File: config.mk
export PLATFORM = sky130hd
export DESIGN_NAME = ibex_rvfi_trace_buf
export DESIGN_NICKNAME = d
export VERILOG_FILES = /design/src/rtl/ibex_rvfi_trace_buf.sv
export SDC_FILE = /design/constraint.sdc
export NUM_CORES = 2
export LEC_CHECK = 0
export ABC_AREA = 1
export CAP_MARGIN = 20
export CORE_AREA = 2 2 448 339
export CTS_CLUSTER_SIZE = 20
export DETAILED_ROUTE_END_ITERATION = 16
export DIE_AREA = 0 0 450 341
export GPL_TIMING_DRIVEN = 0
export PLACE_DENSITY = 0.74
export SLEW_MARGIN = 40
export SYNTH_ARGS = -nofsm -noshare
export SYNTH_HDL_FRONTEND = slang
export SYNTH_SLANG_ARGS = --single-unit
File: constraint.sdc
create_clock -name clk_i -period 23.3 [get_ports clk_i]
set_input_delay 4.66 -clock clk_i [delete_from_list [all_inputs] [get_ports clk_i]]
set_output_delay 4.66 -clock clk_i [all_outputs]
set_load 0.1 [all_outputs]
File: src/rtl/ibex_rvfi_trace_buf.sv
// rtl/ibex_rvfi_trace_buf.sv - RVFI retirement trace capture buffer with word-stream drain
// IBEX_TRACE_BUF_TSTAMP_EN adds a free-running cycle stamp as a fifth record word.
module ibex_rvfi_trace_buf #(
  parameter int unsigned Depth    = 16,
  parameter int unsigned DropCntW = 16
) (
  input  logic                    clk_i,
  input  logic                    rst_ni,
  input  logic                    arm_i,
  input  logic                    clear_i,
  input  logic                    mode_i,
  input  logic                    trig_on_trap_i,
  input  logic                    trig_i,
  input  logic [7:0]              post_cnt_i,
  input  logic                    rvfi_valid_i,
  input  logic [63:0]             rvfi_order_i,
  input  logic [31:0]             rvfi_insn_i,
  input  logic                    rvfi_trap_i,
  input  logic                    rvfi_intr_i,
  input  logic [1:0]              rvfi_mode_i,
  input  logic [31:0]             rvfi_pc_rdata_i,
  input  logic [4:0]              rvfi_rd_addr_i,
  input  logic [31:0]             rvfi_rd_wdata_i,
  output logic                    rd_valid_o,
  input  logic                    rd_ready_i,
  output logic [31:0]             rd_data_o,
  output logic                    rd_last_o,
  output logic [1:0]              state_o,
  output logic [$clog2(Depth):0]  count_o,
  output logic [DropCntW-1:0]     drop_cnt_o
);

  localparam int unsigned PtrW = $clog2(Depth);
  localparam int unsigned CntW = PtrW + 1;
`ifdef IBEX_TRACE_BUF_TSTAMP_EN
  localparam int unsigned NumWords = 5;
`else
  localparam int unsigned NumWords = 4;
`endif
  localparam logic [2:0] LastWord = 3'(NumWords - 1);

  typedef enum logic [1:0] {StIdle, StArmed, StPost, StFrozen} state_e;

  state_e              state_q, state_d;
  logic [PtrW-1:0]     wr_ptr_q, rd_ptr_q;
  logic [CntW-1:0]     count_q;
  logic [DropCntW-1:0] drop_q;
  logic [7:0]          post_q;
  logic [2:0]          widx_q;

  logic [31:0] mem_pc    [Depth];
  logic [31:0] mem_insn  [Depth];
  logic [31:0] mem_wdata [Depth];
  logic [31:0] mem_meta  [Depth];

  logic unused_order;
  assign unused_order = ^rvfi_order_i[63:16];

  logic capture, full, trigger, beat, last_word;

  assign capture   = (state_q == StArmed || state_q == StPost) && rvfi_valid_i && !clear_i;
  assign full      = (count_q == CntW'(Depth));
  // Only WRAP mode in ARMED reacts to triggers; POST ignores further ones.
  assign trigger   = (state_q == StArmed) && mode_i &&
                     (trig_i || (trig_on_trap_i && rvfi_valid_i && rvfi_trap_i));
  assign last_word = (widx_q == LastWord);
  assign rd_valid_o = (state_q == StFrozen) && (count_q != '0);
  assign rd_last_o  = rd_valid_o && last_word;
  assign beat       = rd_valid_o && rd_ready_i && !clear_i;

  assign state_o    = state_q;
  assign count_o    = count_q;
  assign drop_cnt_o = drop_q;

  always_ff @(posedge clk_i) begin
    if (!rst_ni) state_q <= StIdle;
    else         state_q <= state_d;
  end

  always_comb begin
    state_d = state_q;
    if (clear_i) begin
      state_d = StIdle;
    end else begin
      case (state_q)
        StIdle:   if (arm_i) state_d = StArmed;
        StArmed: begin
          if (!mode_i) begin
            if (capture && count_q == CntW'(Depth - 1)) state_d = StFrozen;
          end else if (trigger) begin
            state_d = (post_cnt_i == 8'd0) ? StFrozen : StPost;
          end
        end
        StPost:   if (capture && post_q == 8'd1) state_d = StFrozen;
        StFrozen: if (beat && last_word && count_q == CntW'(1)) state_d = StIdle;
        default:  state_d = StIdle;
      endcase
    end
  end

  always_ff @(posedge clk_i) begin
    if (!rst_ni || clear_i) begin
      wr_ptr_q <= '0;
      rd_ptr_q <= '0;
      count_q  <= '0;
      drop_q   <= '0;
      post_q   <= '0;
      widx_q   <= '0;
    end else begin
      if (state_q == StIdle && arm_i) begin
        wr_ptr_q <= '0;
        rd_ptr_q <= '0;
        count_q  <= '0;
        drop_q   <= '0;
      end
      if (capture) begin
        wr_ptr_q <= wr_ptr_q + PtrW'(1);
        // A full buffer sacrifices its oldest record to keep the newest.
        if (full) begin
          rd_ptr_q <= rd_ptr_q + PtrW'(1);
          if (drop_q != {DropCntW{1'b1}}) drop_q <= drop_q + DropCntW'(1);
        end else begin
          count_q <= count_q + CntW'(1);
        end
      end
      if (trigger)                         post_q <= post_cnt_i;
      else if (state_q == StPost && capture) post_q <= post_q - 8'd1;
      if (beat) begin
        if (last_word) begin
          widx_q   <= '0;
          rd_ptr_q <= rd_ptr_q + PtrW'(1);
          count_q  <= count_q - CntW'(1);
        end else begin
          widx_q <= widx_q + 3'd1;
        end
      end
    end
  end

  always_ff @(posedge clk_i) begin
    if (rst_ni && capture) begin
      mem_pc[wr_ptr_q]    <= rvfi_pc_rdata_i;
      mem_insn[wr_ptr_q]  <= rvfi_insn_i;
      mem_wdata[wr_ptr_q] <= rvfi_rd_wdata_i;
      mem_meta[wr_ptr_q]  <= {rvfi_order_i[15:0], rvfi_trap_i, rvfi_intr_i, rvfi_mode_i,
                              7'b0, rvfi_rd_addr_i};
    end
  end

`ifdef IBEX_TRACE_BUF_TSTAMP_EN
  logic [31:0] tstamp_q;
  logic [31:0] mem_ts [Depth];

  always_ff @(posedge clk_i) begin
    if (!rst_ni) tstamp_q <= '0;
    else         tstamp_q <= tstamp_q + 32'd1;
  end

  always_ff @(posedge clk_i) begin
    if (rst_ni && capture) mem_ts[wr_ptr_q] <= tstamp_q;
  end
`endif

  always_comb begin
    rd_data_o = '0;
    if (rd_valid_o) begin
      case (widx_q)
        3'd0:    rd_data_o = mem_pc[rd_ptr_q];
        3'd1:    rd_data_o = mem_insn[rd_ptr_q];
        3'd2:    rd_data_o = mem_wdata[rd_ptr_q];
        3'd3:    rd_data_o = mem_meta[rd_ptr_q];
`ifdef IBEX_TRACE_BUF_TSTAMP_EN
        3'd4:    rd_data_o = mem_ts[rd_ptr_q];
`endif
        default: rd_data_o = '0;
      endcase
    end
  end

endmodule

; After elaboration in Yosys (flattened, before gate mapping)
; Memories as Yosys holds them, arrays and structs flattened. A register that Yosys moved wholly into a read port is not among the register bits.
; Cells that the tools add are included.
[totals]
reg_bits = 42
ram_bits = 1936
inputBits = 186
out_inout_bits = 57
elab_cells = 100
mem_count = 4
[mem_list]
columns = name, words, word_bits, read_ports, rd_ports_with_merged_regs, wr, line_no
row1 = mem_insn, 16, 32, 1, 1, 1, 52  ; logic [31:0] mem_insn [Depth];
row2 = mem_pc, 16, 32, 1, 1, 1, 51  ; logic [31:0] mem_pc [Depth];
row3 = mem_wdata, 16, 32, 1, 1, 1, 53  ; logic [31:0] mem_wdata [Depth];
row4 = mem_meta, 16, 25, 1, 1, 1, 54  ; logic [31:0] mem_meta [Depth];
[op_classes]
n_addsub = 7
n_eq_ne = 16
mux = 35
bitwise = 1
n_reduce_logical = 30
[ops]
columns = op, count
row1 = $pmux W32 S4, 1
row2 = $mux W16, 4
row3 = $mux W4, 11
row4 = $mux W32, 1
row5 = $mux W5, 5
row6 = $logic_and A1 B1 Y1, 17
row7 = $add A16 B1 Y16 const B, 1
row8 = $mux W8, 2
row9 = $ne A16 B16 Y1 const B, 1
row10 = $mux W2, 6
row11 = $add A4 B1 Y4 const B, 2
row12 = $eq A8 B1 Y1 const B, 1
row13 = $logic_not A8 Y1, 1
row14 = $pmux W2 S4, 1
row15 = $sub A8 B1 Y8 const B, 1
row16 = $eq A3 B2 Y1 const B, 2
row17 = $add A5 B1 Y5 const B, 1
row18 = $eq A5 B1 Y1 const B, 1
row19 = $eq A5 B4 Y1 const B, 1
row20 = $eq A5 B5 Y1 const B, 1
row21 = $reduce_and A5 Y1, 1
row22 = $reduce_bool A5 Y1, 1
row23 = $sub A5 B1 Y5 const B, 1
row24 = $eq A2 B2 Y1 const B, 2
row25 = 16 further kinds, 23

; Longest topological paths before layout
[depth]
ltp_word = 8
depth_mapped = 16

; Least setup slack after synthesis
; Ideal clock, no wire load.
[synth_path]
kind = input to register
startpoint = in clear_i
endpoint = mem mem_insn[0][0], enable pin
setup_time_ns = 0.603
t_arrival_ns = 10.254
t_required_ns = 22.697
path_slack_ns = 12.444
cell_stages = 5
path_buffers = 0
path_cell_list = inv_1 nand3_1 nor2_1 nand2_1 nor2_1
[synth_via]
elab_chain_cells = 5
[synth_rtl]
columns = element, line_no
row1 = start: declaration, 10  ; input logic clear_i,
row2 = $logic_not A1 Y1, 61  ; assign capture = (state_q == StArmed || state_q == StPost) && rvfi_valid_i && !clear_i;
row3 = $logic_and A1 B1 Y1, 61
row4 = $logic_and A1 B1 Y1, 141  ; if (rst_ni && capture) begin
row5 = $mux W1, 141
row6 = $mux W1 (not written as such), 143  ; mem_insn[wr_ptr_q] <= rvfi_insn_i;
row7 = end: declaration, 52
; No other way between the ends.

==> flow_summary.json <==
{
  "gp_congestion": 0.954,
  "drt-met1-wl_mm": 101,
  "cap_violations": 0,
  "hold_class": "flop to flop",
  "fin_setup_tns_ps": 0,
  "arrival_ps": 4940,
  "synth_seq_cells": 1978,
  "status": "complete, no violations",
  "cts_buffer_depth": 3,
  "slew_headroom": 0.348,
  "yosysSeqAreaShare": 0.698,
  "num_vias": 64309,
  "vias_per_cell": 5.98,
  "yosys.area_share.simple": 0.215,
  "clk_latency_ps": 850,
  "yosys-top-cells-area": "edfxtp_1, nand2_1, nand3_1",
  "critPathCaptureType": "primary output",
  "p_leak_nw": 39.7,
  "worstPathMaxFanout": 10,
  "grt_pass1_vias": 60470,
  "slew_violations": 0,
  "yosys_warnings": 0,
  "ctsResizeCount": 0,
  "wl_per_cell_microns": 26.5,
  "dp_hpwl_mm": 198,
  "final_cells": 10747,
  "rows": 123,
  "period_share": 0.412,
  "peakVddDrop_uv": 66.7,
  "wl_met2_mm": 119,
  "drt_wl_total_mm": 285,
  "netlist.area_leader.share": 0.688,
  "ios": 243,
  "criticalPathCategory": "flop to primary output",
  "setup_viol": 0,
  "drive_gt1_frac": 0.0834,
  "hold_viol_final": 0,
  "overflow": 0,
  "area.growth.synth_to_final_pct": 16.2,
  "synth_nets": 8233,
  "root_buffer": "clkbuf_16",
  "die_area_sq_um": 153000,
  "initialDrtViolationCount": 11902,
  "yosys.area_share.xor_xnor": 0.00124,
  "clock-skew-final_ps": 24.1,
  "die_w_microns": 450,
  "mostFrequentLayoutCell": "nand2_1",
  "tritoncts": "done",
  "top_layer_used": "met5",
  "avgSynthCellArea_sq_um": 10.5,
  "grt_pass1_wl_mm": 406,
  "clkTransAtPathRegs_ps": 60,
  "dp_cells": 10390,
  "antenna_found_initial": 20,
  "synth_top_family_by_area": "simple AND/OR/NAND/NOR gates",
  "final_cell_mix": "nand2_1, edfxtp_1, nand3_1",
  "clock.fmax_mhz": 104,
  "final_util": 0.659,
  "cp.required_ps": 18640,
  "synth_adder_area_share": 0.00326,
  "initial_core_util": 0.567,
  "nets": 8784,
  "worst_pin_slew_ps": 978,
  "die_height_microns": 341,
  "p_total_w": 0.00695,
  "ctsHoldBuffers": 0,
  "htree_levels": 4,
  "cts_made_buffers": 184,
  "cp-start-kind": "flop",
  "power_density_nw_per_um2": 70.8,
  "post_synth_num_cell_types": 35,
  "ant_nets": 0,
  "grt_usage": 0.368,
  "synth_mux_area_frac": 0,
  "port_buffers": 194,
  "yosys.area.top_type": "edfxtp_1",
  "syn_inst": 8025,
  "grt_max_degree": 18,
  "rsz0062_at_grt": "no",
  "drc_errors": 0,
  "synth_compound_area_frac": 0.0138,
  "wl_met3_mm": 47.6,
  "clock_sinks": 1978,
  "firstDrtPassIters": 8,
  "netlist_area_sq_um": 84500,
  "final.min_clock_period_ps": 9600,
  "post_cts_buffers": 0,
  "core_sq_um": 149000
}
-- report_power, final --
group | total, W | internal, W | switching, W
clock network | 0.00294 | 0.00161 | 0.00134
logic | 0.000100 | 0.0000264 | 0.0000740
registers | 0.00391 | 0.00390 | 0.000000996
total | 0.00695 | 0.00554 | 0.00141
-- flip-flops by register name, indices dropped and copies added (netlist names) --
| name | count |
|---|---|
| count_o | 5 |
| drop_cnt_o | 16 |
| mem_insn | 512 |
| mem_meta | 400 |
| mem_pc | 512 |
| mem_wdata | 512 |
| post_q | 8 |
| rd_ptr_q | 4 |
| state_o | 2 |
| widx_q | 3 |
| wr_ptr_q | 4 |
-- logic make-up after synthesis --
family | count (synthesis)
and+or+nand+nor | 4434
DFF | 1978
buffers and inverters | 1354
AOI/OAI and AO/OA | 225
adders and majority gates | 22
xor gates and xnor gates | 12
-- cells in the mapped netlist --
master,n
inv_2,2
a22o_1,1
o21a_1,1
inv_4,1
dfxtp_1,42
nand2_1,2834
buf_8,4
o21ai_0,169
edfxtp_1,1936
xnor2_1,2
nand4_1,3
clkinv_1,3
a211oi_1,5
buf_1,46
buf_4,25
buf_6,65
a221oi_1,2
a21oi_1,37
ha_1,22
nor3_1,9
buf_2,67
xor2_1,10
nand3b_1,1
a21o_1,1
o22ai_1,5
nand3_1,1192
nand2_2,1
nor2_2,3
nor4_1,1
nor2_1,389
nor3b_1,1
o211ai_1,1
clkbuf_1,213
inv_1,928
a31oi_1,3
-- critical path: stages, from the launching register on --
cell	delay [ps]
dfxtp_1	350
buf_4	230
buf_2	480
buf_2	570
buf_2	550
nand2_1	100
nand3_1	100
nand3_1	280
nand3_1	160
nand2_1	220
nand2_1	120
nand2_1	130
nor2_1	400
nor2_1	70
buf_2	300
-- layout make-up --
class	count	area, sq um
Sequential cell	1978	59000
Fill cell	10810	50800
Multi-Input combinational cell	4693	19800
Timing Repair Buffer	365	5220
Clock buffer	241	4950
Inverter	934	3510
Tap cell	2000	2500
Buffer	420	2370
Clock inverter	97	747
Antenna cell	19	47.5
-- per-layer routing --
layer  global-route usage  up-vias
met5                    0        -
met4                0.204        4
met3                0.120      894
li1                     -    27591
met2                0.522     5477
met1                0.502    30343
-- path summary, 6_finish.rpt --
kind | startpoint | endpoint | slack [ps] | cells past startpoint
setup reg to reg | state_o[0] | mem_meta[6][7] | 19490 | 11
hold / removal | drop_cnt_o[1] | drop_cnt_o[1] | 520 | 2
hold reg to reg | drop_cnt_o[1] | drop_cnt_o[1] | 520 | 2
setup / recovery | rd_ptr_q[0] | rd_data_o[30] | 13700 | 14
-- through the flow --
| stage | setup slack, ps | instance area (sq um) | hold slack [ps] |
|---|---|---|---|
| global route | 13790 | 98200 | 547 |
| floorplan | 12440 | 84500 | 474 |
| global placement | 4820 | 88900 | 482 |
| CTS | 13940 | 98100 | 526 |
| finish | 13700 | 98200 | 525 |
| detailed placement | 14830 | 92400 | 516 |
Power figures use the tool's default switching activity.
